--- src/rtl/uart_cmd_rx_if.sv ---
// Serial line in, received byte stream out, between the UART receiver and the command unit.
interface uart_cmd_rx_if #(
   parameter int DATA_WIDTH = 8
);
   logic                  io_rxd;
   logic                  io_cmd_valid;
   logic [DATA_WIDTH-1:0] io_cmd_payload;
   logic                  io_frameError;
   logic                  io_busy;

   modport slave (
      input  io_rxd,
      output io_cmd_valid, io_cmd_payload, io_frameError, io_busy
   );

   modport master (
      output io_rxd,
      input  io_cmd_valid, io_cmd_payload, io_frameError, io_busy
   );
endinterface

--- src/rtl/uart_cmd_rx.sv ---
// UART 8N1 receiver: oversampled, majority-voted, one valid pulse per well-framed byte (LSB first).
module uart_cmd_rx #(
   parameter int CLK_DIV    = 4,
   parameter int OVERSAMPLE = 8,
   parameter int DATA_WIDTH = 8
) (
   input  logic        clk,
   input  logic        reset,
   uart_cmd_rx_if.slave bus
);
   localparam int DIV_W = (CLK_DIV > 1) ? $clog2(CLK_DIV) : 1;
   localparam int TMR_W = $clog2(OVERSAMPLE);
   localparam int CNT_W = (DATA_WIDTH > 1) ? $clog2(DATA_WIDTH) : 1;
   localparam logic [DIV_W-1:0] DIV_LAST = DIV_W'(CLK_DIV - 1);
   localparam logic [TMR_W-1:0] TMR_HALF = TMR_W'(OVERSAMPLE / 2 - 1);
   localparam logic [TMR_W-1:0] TMR_FULL = TMR_W'(OVERSAMPLE - 1);
   localparam logic [CNT_W-1:0] LAST_BIT = CNT_W'(DATA_WIDTH - 1);

   typedef enum logic [2:0] {IDLE, START, DATA, STOP, BRK} state_t;

   state_t                state_q;
   logic                  sync1_q, sync2_q;
   logic [DIV_W-1:0]      div_q;
   logic [2:0]            hist_q;
   logic [TMR_W-1:0]      tmr_q;
   logic [CNT_W-1:0]      cnt_q;
   logic [DATA_WIDTH-1:0] shreg_q, payload_q;
   logic                  valid_q, ferr_q;

   logic                  tick, sampled;
   logic [DATA_WIDTH:0]   shift_w;

   assign tick    = (div_q == DIV_LAST);
   assign sampled = (hist_q[0] & hist_q[1]) | (hist_q[0] & hist_q[2]) | (hist_q[1] & hist_q[2]);
   assign shift_w = {sampled, shreg_q};

   assign bus.io_cmd_valid   = valid_q;
   assign bus.io_cmd_payload = payload_q;
   assign bus.io_frameError  = ferr_q;
   assign bus.io_busy        = (state_q != IDLE);

   always_ff @(posedge clk or negedge reset) begin
      if (!reset) begin
         sync1_q <= 1'b1;
         sync2_q <= 1'b1;
         div_q   <= '0;
      end else begin
         sync1_q <= bus.io_rxd;
         sync2_q <= sync1_q;
         div_q   <= tick ? '0 : div_q + 1'b1;
      end
   end

   // The FSM decides on the history as it stood before this tick's shift.
   always_ff @(posedge clk or negedge reset) begin
      if (!reset) begin
         state_q   <= IDLE;
         hist_q    <= 3'b111;
         tmr_q     <= '0;
         cnt_q     <= '0;
         shreg_q   <= '0;
         payload_q <= '0;
         valid_q   <= 1'b0;
         ferr_q    <= 1'b0;
      end else begin
         valid_q <= 1'b0;
         ferr_q  <= 1'b0;
         if (tick) begin
            hist_q <= {hist_q[1:0], sync2_q};
            case (state_q)
               IDLE: begin
                  if (!sampled) begin
                     state_q <= START;
                     tmr_q   <= TMR_HALF;
                  end
               end
               START: begin
                  if (tmr_q != '0) tmr_q <= tmr_q - 1'b1;
                  else if (sampled) state_q <= IDLE;
                  else begin
                     state_q <= DATA;
                     tmr_q   <= TMR_FULL;
                     cnt_q   <= '0;
                  end
               end
               DATA: begin
                  if (tmr_q != '0) tmr_q <= tmr_q - 1'b1;
                  else begin
                     shreg_q <= shift_w[DATA_WIDTH:1];
                     tmr_q   <= TMR_FULL;
                     if (cnt_q == LAST_BIT) state_q <= STOP;
                     else                   cnt_q   <= cnt_q + 1'b1;
                  end
               end
               STOP: begin
                  if (tmr_q != '0) tmr_q <= tmr_q - 1'b1;
                  else if (sampled) begin
                     payload_q <= shreg_q;
                     valid_q   <= 1'b1;
                     state_q   <= IDLE;
                  end else begin
                     ferr_q  <= 1'b1;
                     state_q <= BRK;
                  end
               end
               BRK: begin
                  if (sampled) state_q <= IDLE;
               end
               default: state_q <= IDLE;
            endcase
         end
      end
   end
endmodule
--- src/flat_wrapper.sv ---
// flat-port wrapper written by rule: the top's interface ports become plain ports
module uart_cmd_rx_flat 
#(
   parameter int CLK_DIV    = 4,
   parameter int OVERSAMPLE = 8,
   parameter int DATA_WIDTH = 8
)
  (clk, reset, bus_io_rxd, bus_io_cmd_valid, bus_io_cmd_payload, bus_io_frameError, bus_io_busy);
  uart_cmd_rx_if #(.DATA_WIDTH(DATA_WIDTH)) bus_i ();
  input  logic clk;
  input  logic reset;
  input wire logic [$bits(bus_i.io_rxd)-1:0] bus_io_rxd;
  output wire logic [$bits(bus_i.io_cmd_valid)-1:0] bus_io_cmd_valid;
  output wire logic [$bits(bus_i.io_cmd_payload)-1:0] bus_io_cmd_payload;
  output wire logic [$bits(bus_i.io_frameError)-1:0] bus_io_frameError;
  output wire logic [$bits(bus_i.io_busy)-1:0] bus_io_busy;
  assign bus_i.io_rxd = bus_io_rxd;
  assign bus_io_cmd_valid = bus_i.io_cmd_valid;
  assign bus_io_cmd_payload = bus_i.io_cmd_payload;
  assign bus_io_frameError = bus_i.io_frameError;
  assign bus_io_busy = bus_i.io_busy;
  uart_cmd_rx #(.CLK_DIV(CLK_DIV), .OVERSAMPLE(OVERSAMPLE), .DATA_WIDTH(DATA_WIDTH)) u_core (.clk(clk), .reset(reset), .bus(bus_i));
endmodule
--- config.mk ---
export PLATFORM = sky130hd
export DESIGN_NAME = uart_cmd_rx_flat
export DESIGN_NICKNAME = d
export VERILOG_FILES = /design/src/rtl/uart_cmd_rx_if.sv /design/src/rtl/uart_cmd_rx.sv /design/src/flat_wrapper.sv
export SDC_FILE = /design/constraint.sdc
export NUM_CORES = 1
export LEC_CHECK = 0
export CORE_MARGIN = 2
export CORE_UTILIZATION = 45
export CTS_CLUSTER_DIAMETER = 60
export DETAILED_ROUTE_END_ITERATION = 8
export GPL_ROUTABILITY_DRIVEN = 0
export GPL_TIMING_DRIVEN = 0
export PLACE_DENSITY = 0.73
export SLEW_MARGIN = 20
export SYNTH_ARGS = -nofsm -noshare
export SYNTH_HDL_FRONTEND = slang
export SYNTH_SLANG_ARGS = --single-unit
export TNS_END_PERCENT = 100
--- constraint.sdc ---
create_clock -name clk -period 2.71 [get_ports clk]
set_input_delay 0.542 -clock clk [delete_from_list [all_inputs] [get_ports clk]]
set_output_delay 0.542 -clock clk [all_outputs]
set_load 0.03 [all_outputs]
==> metrics, run 1 <==
Simple-Gate Fraction of Synth Area 0.0964; Worst Path Arrival 2.00 ns; DRT iter0 DRCs between 50 and 60; Post-CTS Hold Fix Bufs 0; die area approximately 3800 sq um; Post-Synth XOR/XNOR Area 0; critical path endpoint category primary output; Layout area overhead 16.0%; total power about 0.0011 W; final net count 142; Peak supply drop 0.347 mV; relative slew slack 0.505; total track usage 0.165; # IOs 14; total power per unit cell area ~600 nW/um^2; vias in the first global route around 960; Reg2Reg Launch Point u_core.tmr_q[0]; slowest cell delay on critical path around 0.66 ns; Max Clk Rate approximately 390 MHz; R2R cell count 6; CTS Root Cell clkbuf_4; Worst-Margin Slew between 0.7 and 0.8 ns; drt drc 0; sequential-to-total area share from yosys stat 0.569; Synth Flop Type dfrtp_1; Post-Synthesis Cells ~110; Syn Area/Cell 13.2 sq um; Slew Viols, Final 0; CP max stage cell clkdlybuf4s50_1; worst-path cell chain clkbuf_1 -> inv_1 -> nand2_1 -> clkdlybuf4s50_1; initial core utilization 0.481; Compound-Gate Fraction of Synth Area 0.0823; status finished, final reports clean; Crit Path Max Fanout 10; Max Cap Viol 0; EDFF count, synth 0; post-synthesis mux area share 0.179; vias per std cell around 5.4; clock tree buffer depth 2; Adder-Cell Fraction of Synth Area 0.0490; Req. time, crit path 2.17 ns; WHS around 0.26 ns; period utilisation layout 0.937; DR WL/cell roughly 14 um; RSZ-0062 raised after global routing no; Sink Count 34; ANT nets after route 0; Ys Warns 0; iteration count of the initial detailed-routing pass 4; Yosys reg bits 34; Clock transition at path regs approximately 0.1 ns; area occupied by multi-input gates around 610 sq um; # fillers roughly 280; Worst Hold Class in2async; crit start category register; asr flop ratio synth 1.00; clock skew 0.00913 ns; CTS tree done; Num CTS Buffers 5; Final min period 2.54 ns; post-synthesis net count approximately 120; first-pass GRT wire length ~4.4 mm; largest net degree at the start of global routing 35; crit path kind reg2out; H-tree Lvls 2; DIE WIDTH 61.8 um; GR Overflow Total 0; leakage power around 0.83 nW; largest family of logic cells by synthesized area multiplexers; share of post-route cells with drive strength above 1 0.319; # rows 20; R2R setup slack between 0.8 and 0.9 ns; Hold Vio Cnt, Final 0; sequential cell area ~860 sq um; hpwl dp ~1.8 mm; clk_lat worst skew around 0.34 ns; post-CTS setup buffer count 0; Mapped Area roughly 1500 sq um; die height ~62 um; PostCTS Resize Cnt 0; initial antenna violation count 0; Antenna diodes 0; detailed-route via count just under 1k; setup TNS 0 ns; final setup violation count 0; Worst R2R End u_core.cnt_q[2]; IO Port Bufs 13; Routed WL 2.57 mm; Distinct cells, synth 34; core footprint 3130 sq um
[logic make-up after synthesis]
kind of cell,after synthesis
multiplexers,23
flip-flops,34
adder cells (fa/ha/maj),6
AND/OR/NAND/NOR,25
buffers and inverters,9
AO/OA/AOI/OAI,17
[worst max-delay path by stage]
stage	slack, ns	to	start	cells past startpoint
after floorplan	1.06	u_core.cnt_q[0]	u_core.tmr_q[0]	6
after global placement	0.47	u_core.bus.io_cmd_payload[3]	reset	1
after detailed placement	0.57	bus_io_busy	u_core.state_q[1]	4
after CTS	0.17	bus_io_busy	u_core.state_q[1]	4
after global routing	0.05	bus_io_busy	u_core.state_q[1]	4
final	0.17	bus_io_busy	u_core.state_q[1]	4
[layout make-up]
cell class	count	area share
timing repair buffer	13	0.0717
multi-input combinational	71	0.351
tap	44	0.0315
inverter	5	0.0108
clock inverter	1	0.00287
buffer	4	0.0100
sequential	34	0.491
clock buffer	7	0.0315
[sequential cells by signal (all words and copies together), names as in the netlist]
signal                     cells
u_core.shreg_q                 8
u_core.cnt_q                   3
u_core.sync2_q                 1
u_core.hist_q                  3
u_core.state_q                 3
u_core.tmr_q                   3
u_core.bus.io_frameError       1
u_core.div_q                   2
u_core.sync1_q                 1
u_core.bus.io_cmd_payload      8
u_core.bus.io_cmd_valid        1
[power breakdown]
part | internal (W) | switching, W
combinational | 0.0000852 | 0.0000742
clock | 0.000126 | 0.000163
sequential | 0.000561 | 0.0000425
total | 0.000772 | 0.000280
[critical path, delay by kind of cell (launching register included)]
family        cells  cell delay [ns]
flops             1             0.44
buf+inv           3             1.13
simple gates      1             0.08
[metal layers]
metal | routed length, um | GRT usage
met4 | 38 | 0.0669
met1 | 1120 | 0.202
met5 | 0 | 0
met2 | 1280 | 0.254
met3 | 125 | 0.0745
[cell usage after synthesis (3+ instances only)]
| cell type | count | area share |
|---|---|---|
| dfrtp_1 | 29 | 0.48 |
| mux2_2 | 19 | 0.14 |
| nand2_1 | 7 | 0.017 |
| dfstp_2 | 5 | 0.087 |
| ha_1 | 5 | 0.042 |
| inv_1 | 5 | 0.012 |
| a21oi_1 | 4 | 0.013 |
| mux2_4 | 3 | 0.030 |
| nor2_1 | 3 | 0.0075 |
| o22ai_1 | 3 | 0.012 |
[cell usage in the layout, fill, tap and decap left out, types with 2 or more instances in the layout]
master / synthesis / layout
nor4_1: 2 / 2
a41oi_1: 2 / 2
dfrtp_1: 29 / 29
clkbuf_4: 0 / 5
buf_2: 1 / 2
o22ai_1: 3 / 3
mux2_4: 3 / 3
nand2b_1: 2 / 2
mux2_2: 19 / 19
dfstp_2: 5 / 5
ha_1: 5 / 5
nand3_1: 2 / 2
o21ai_0: 2 / 2
nor2_1: 3 / 3
nand2_1: 7 / 7
clkdlybuf4s50_1: 0 / 12
clkbuf_1: 2 / 3
a21oi_1: 4 / 4
inv_1: 5 / 5
and3_1: 2 / 2
[through the flow]
step | setup WS (ns) | cells | area [sq um] | utilization
after floorplan | 1.06 | 114 | 1510 | -
after global placement | 0.467 | 171 | 1690 | 0.540
after detailed placement | 0.570 | 171 | 1690 | 0.539
after CTS | 0.172 | 179 | 1750 | 0.558
after global routing | 0.0539 | 179 | 1750 | 0.558
final | 0.172 | 179 | 1750 | 0.558
Note: power is estimated with default switching activity, not from simulation.
==> run 2: changes to the inputs <==
--- a/config.mk
+++ b/config.mk
@@ -6,12 +6,11 @@
 export NUM_CORES = 1
 export LEC_CHECK = 0
 export CORE_MARGIN = 2
-export CORE_UTILIZATION = 45
+export CORE_UTILIZATION = 59
 export CTS_CLUSTER_DIAMETER = 60
 export DETAILED_ROUTE_END_ITERATION = 8
 export GPL_ROUTABILITY_DRIVEN = 0
-export GPL_TIMING_DRIVEN = 0
-export PLACE_DENSITY = 0.73
+export PLACE_DENSITY = 0.9
 export SLEW_MARGIN = 20
 export SYNTH_ARGS = -nofsm -noshare
 export SYNTH_HDL_FRONTEND = slang
==> run 2 against run 1 <==
Against the previous run: hold slack better by 0.10 ns; flip-flop and latch count unchanged; die area down 22%; final area down 0.29%; critical path type unchanged.
==> metrics, run 2 (synthesized netlist as in run 1, its figures left out) <==
status finished, final reports clean; Sw Share 0.254; Worst Setup SP u_core.state_q[0]; clk_lat worst skew 0.33 ns; Max Clk Rate approximately 410 MHz; drt drc 0; vias in the first global route 900; clock tree buffer depth 2; die area roughly 3000 sq um; period utilisation layout 0.895; post-CTS setup buffer count 0; crit path kind reg2out; HP Start u_core.sync1_q; Final Instance Area ~1700 sq um; leading cell types in the layout, fill and taps excluded dfrtp_1 (29), mux2_2 (19), clkdlybuf4s50_1 (13); R2R cell count 5; Routed WL roughly 2.6 mm; WHS approximately 0.36 ns; RSZ-0062 raised after global routing no; sequential power share 0.536; critical path endpoint category primary output; Reg2Reg Launch Point u_core.div_q[0]; relative slew slack 0.670; R2R setup slack around 0.70 ns; most common cell after layout, fill and taps aside dfrtp_1; core footprint 2450 sq um; Num CTS Buffers 5; final setup violation count 0; detailed-route via count roughly 960; Final min period approximately 2.4 ns; IO Port Bufs 13; WHS Endpoint u_core.sync2_q; vias per std cell between 5 and 6; CTS tree done; Antenna diodes 0; Worst-Margin Slew approximately 0.50 ns; Slew Viols, Final 0; DIE WIDTH 54.5 um; first-pass GRT wire length between 3 and 4 mm; PostCTS Resize Cnt 0; total power per unit cell area roughly 650 nW/um^2; die height approximately 55 um; hpwl dp 1.86 mm; # IOs 14; iteration count of the initial detailed-routing pass 4; CTS Root Cell clkbuf_4; initial antenna violation count 0; Worst R2R End u_core.cnt_q[2]; Layout area overhead 15.6%; combinational cell fraction of total power 0.150; Internal Power around 0.00084 W; GR Overflow Total 0; DR WL/cell about 16 um; DRT iter0 DRCs 26; Peak supply drop about 0.53 mV; Clock transition at path regs about 0.1 ns; ANT nets after route 0; Post-CTS Hold Fix Bufs 0; Max Cap Viol 0; crit start category register; Sink Count 34; clock skew a little under 0.01 ns; WHS Path Cells 0; Worst Hold Class reg2reg; largest net degree at the start of global routing 35; H-tree Lvls 2; Switch Pwr 0.000286 W; Crit Path Max Fanout 10; Req. time, crit path 2.17 ns; leakage power between 0.8 and 0.9 nW; Hold Vio Cnt, Final 0; initial core utilization 0.613; clock share of power 0.314; # rows 18; total track usage 0.200; share of post-route cells with drive strength above 1 0.318; total power around 0.0011 W; final net count ~140; setup TNS 0 ns; Worst Path Arrival 1.88 ns; Placed Instance Area 1660 sq um
## run 2: metrics by stage
stage	worst slack [ns]	instances	util
2_1_floorplan	1.06	114	-
3_3_place_gp	0.787	154	0.677
3_5_place_dp	0.687	154	0.677
4_1_cts	0.325	162	0.709
5_1_grt	0.186	162	0.709
6_report	0.284	162	0.709
## run 2: routing by layer
layer  wire [um]  track usage
met1        1170        0.229
met2        1280        0.331
met3         136       0.0792
met4          29       0.0833
met5           0            0
## run 2: cell type report
| cell class | count | area, sq um |
|---|---|---|
| inverters | 5 | 18.8 |
| clock buffers | 5 | 37.5 |
| flip-flops and latches | 34 | 857 |
| clock inverters | 3 | 40.0 |
| repair buffers | 14 | 138 |
| well taps | 30 | 37.5 |
| multi-input cells | 71 | 612 |
| fillers | 155 | 714 |
## run 2: worst max-delay path by stage
stage	end	cells after the start	slack [ns]
finish	bus_io_busy	3	0.28
global route	bus_io_busy	3	0.19
CTS	bus_io_busy	3	0.33
detailed placement	bus_io_busy	3	0.69
global placement	bus_io_busy	3	0.79
floorplan	u_core.cnt_q[0]	6	1.06
## run 2: power by group through the flow
stage	combinational, W	clock (W)	sequential (W)
after detailed placement	0.000168	0	0.000611
after CTS	0.000169	0.000362	0.000602
final	0.000169	0.000354	0.000603
after global placement	0.000153	0	0.000608
after global routing	0.000186	0.000389	0.000609
after floorplan	0.000125	0	0.000599
## run 2: critical path: stages, from the launching register on
cell,delay [ns]
dfrtp_1,0.50
nor2_1,0.35
nand2_1,0.10
clkdlybuf4s50_1,0.60
==> run 3: changes to the inputs <==
--- a/config.mk
+++ b/config.mk
@@ -8,6 +8,7 @@
 export CORE_MARGIN = 2
 export CORE_UTILIZATION = 59
 export CTS_CLUSTER_DIAMETER = 60
+export CTS_CLUSTER_SIZE = 25
 export DETAILED_ROUTE_END_ITERATION = 8
 export GPL_ROUTABILITY_DRIVEN = 0
 export PLACE_DENSITY = 0.9
==> results of run 3 <==
Same layout as run 2: the final DEF is identical, and so are final timing and power.
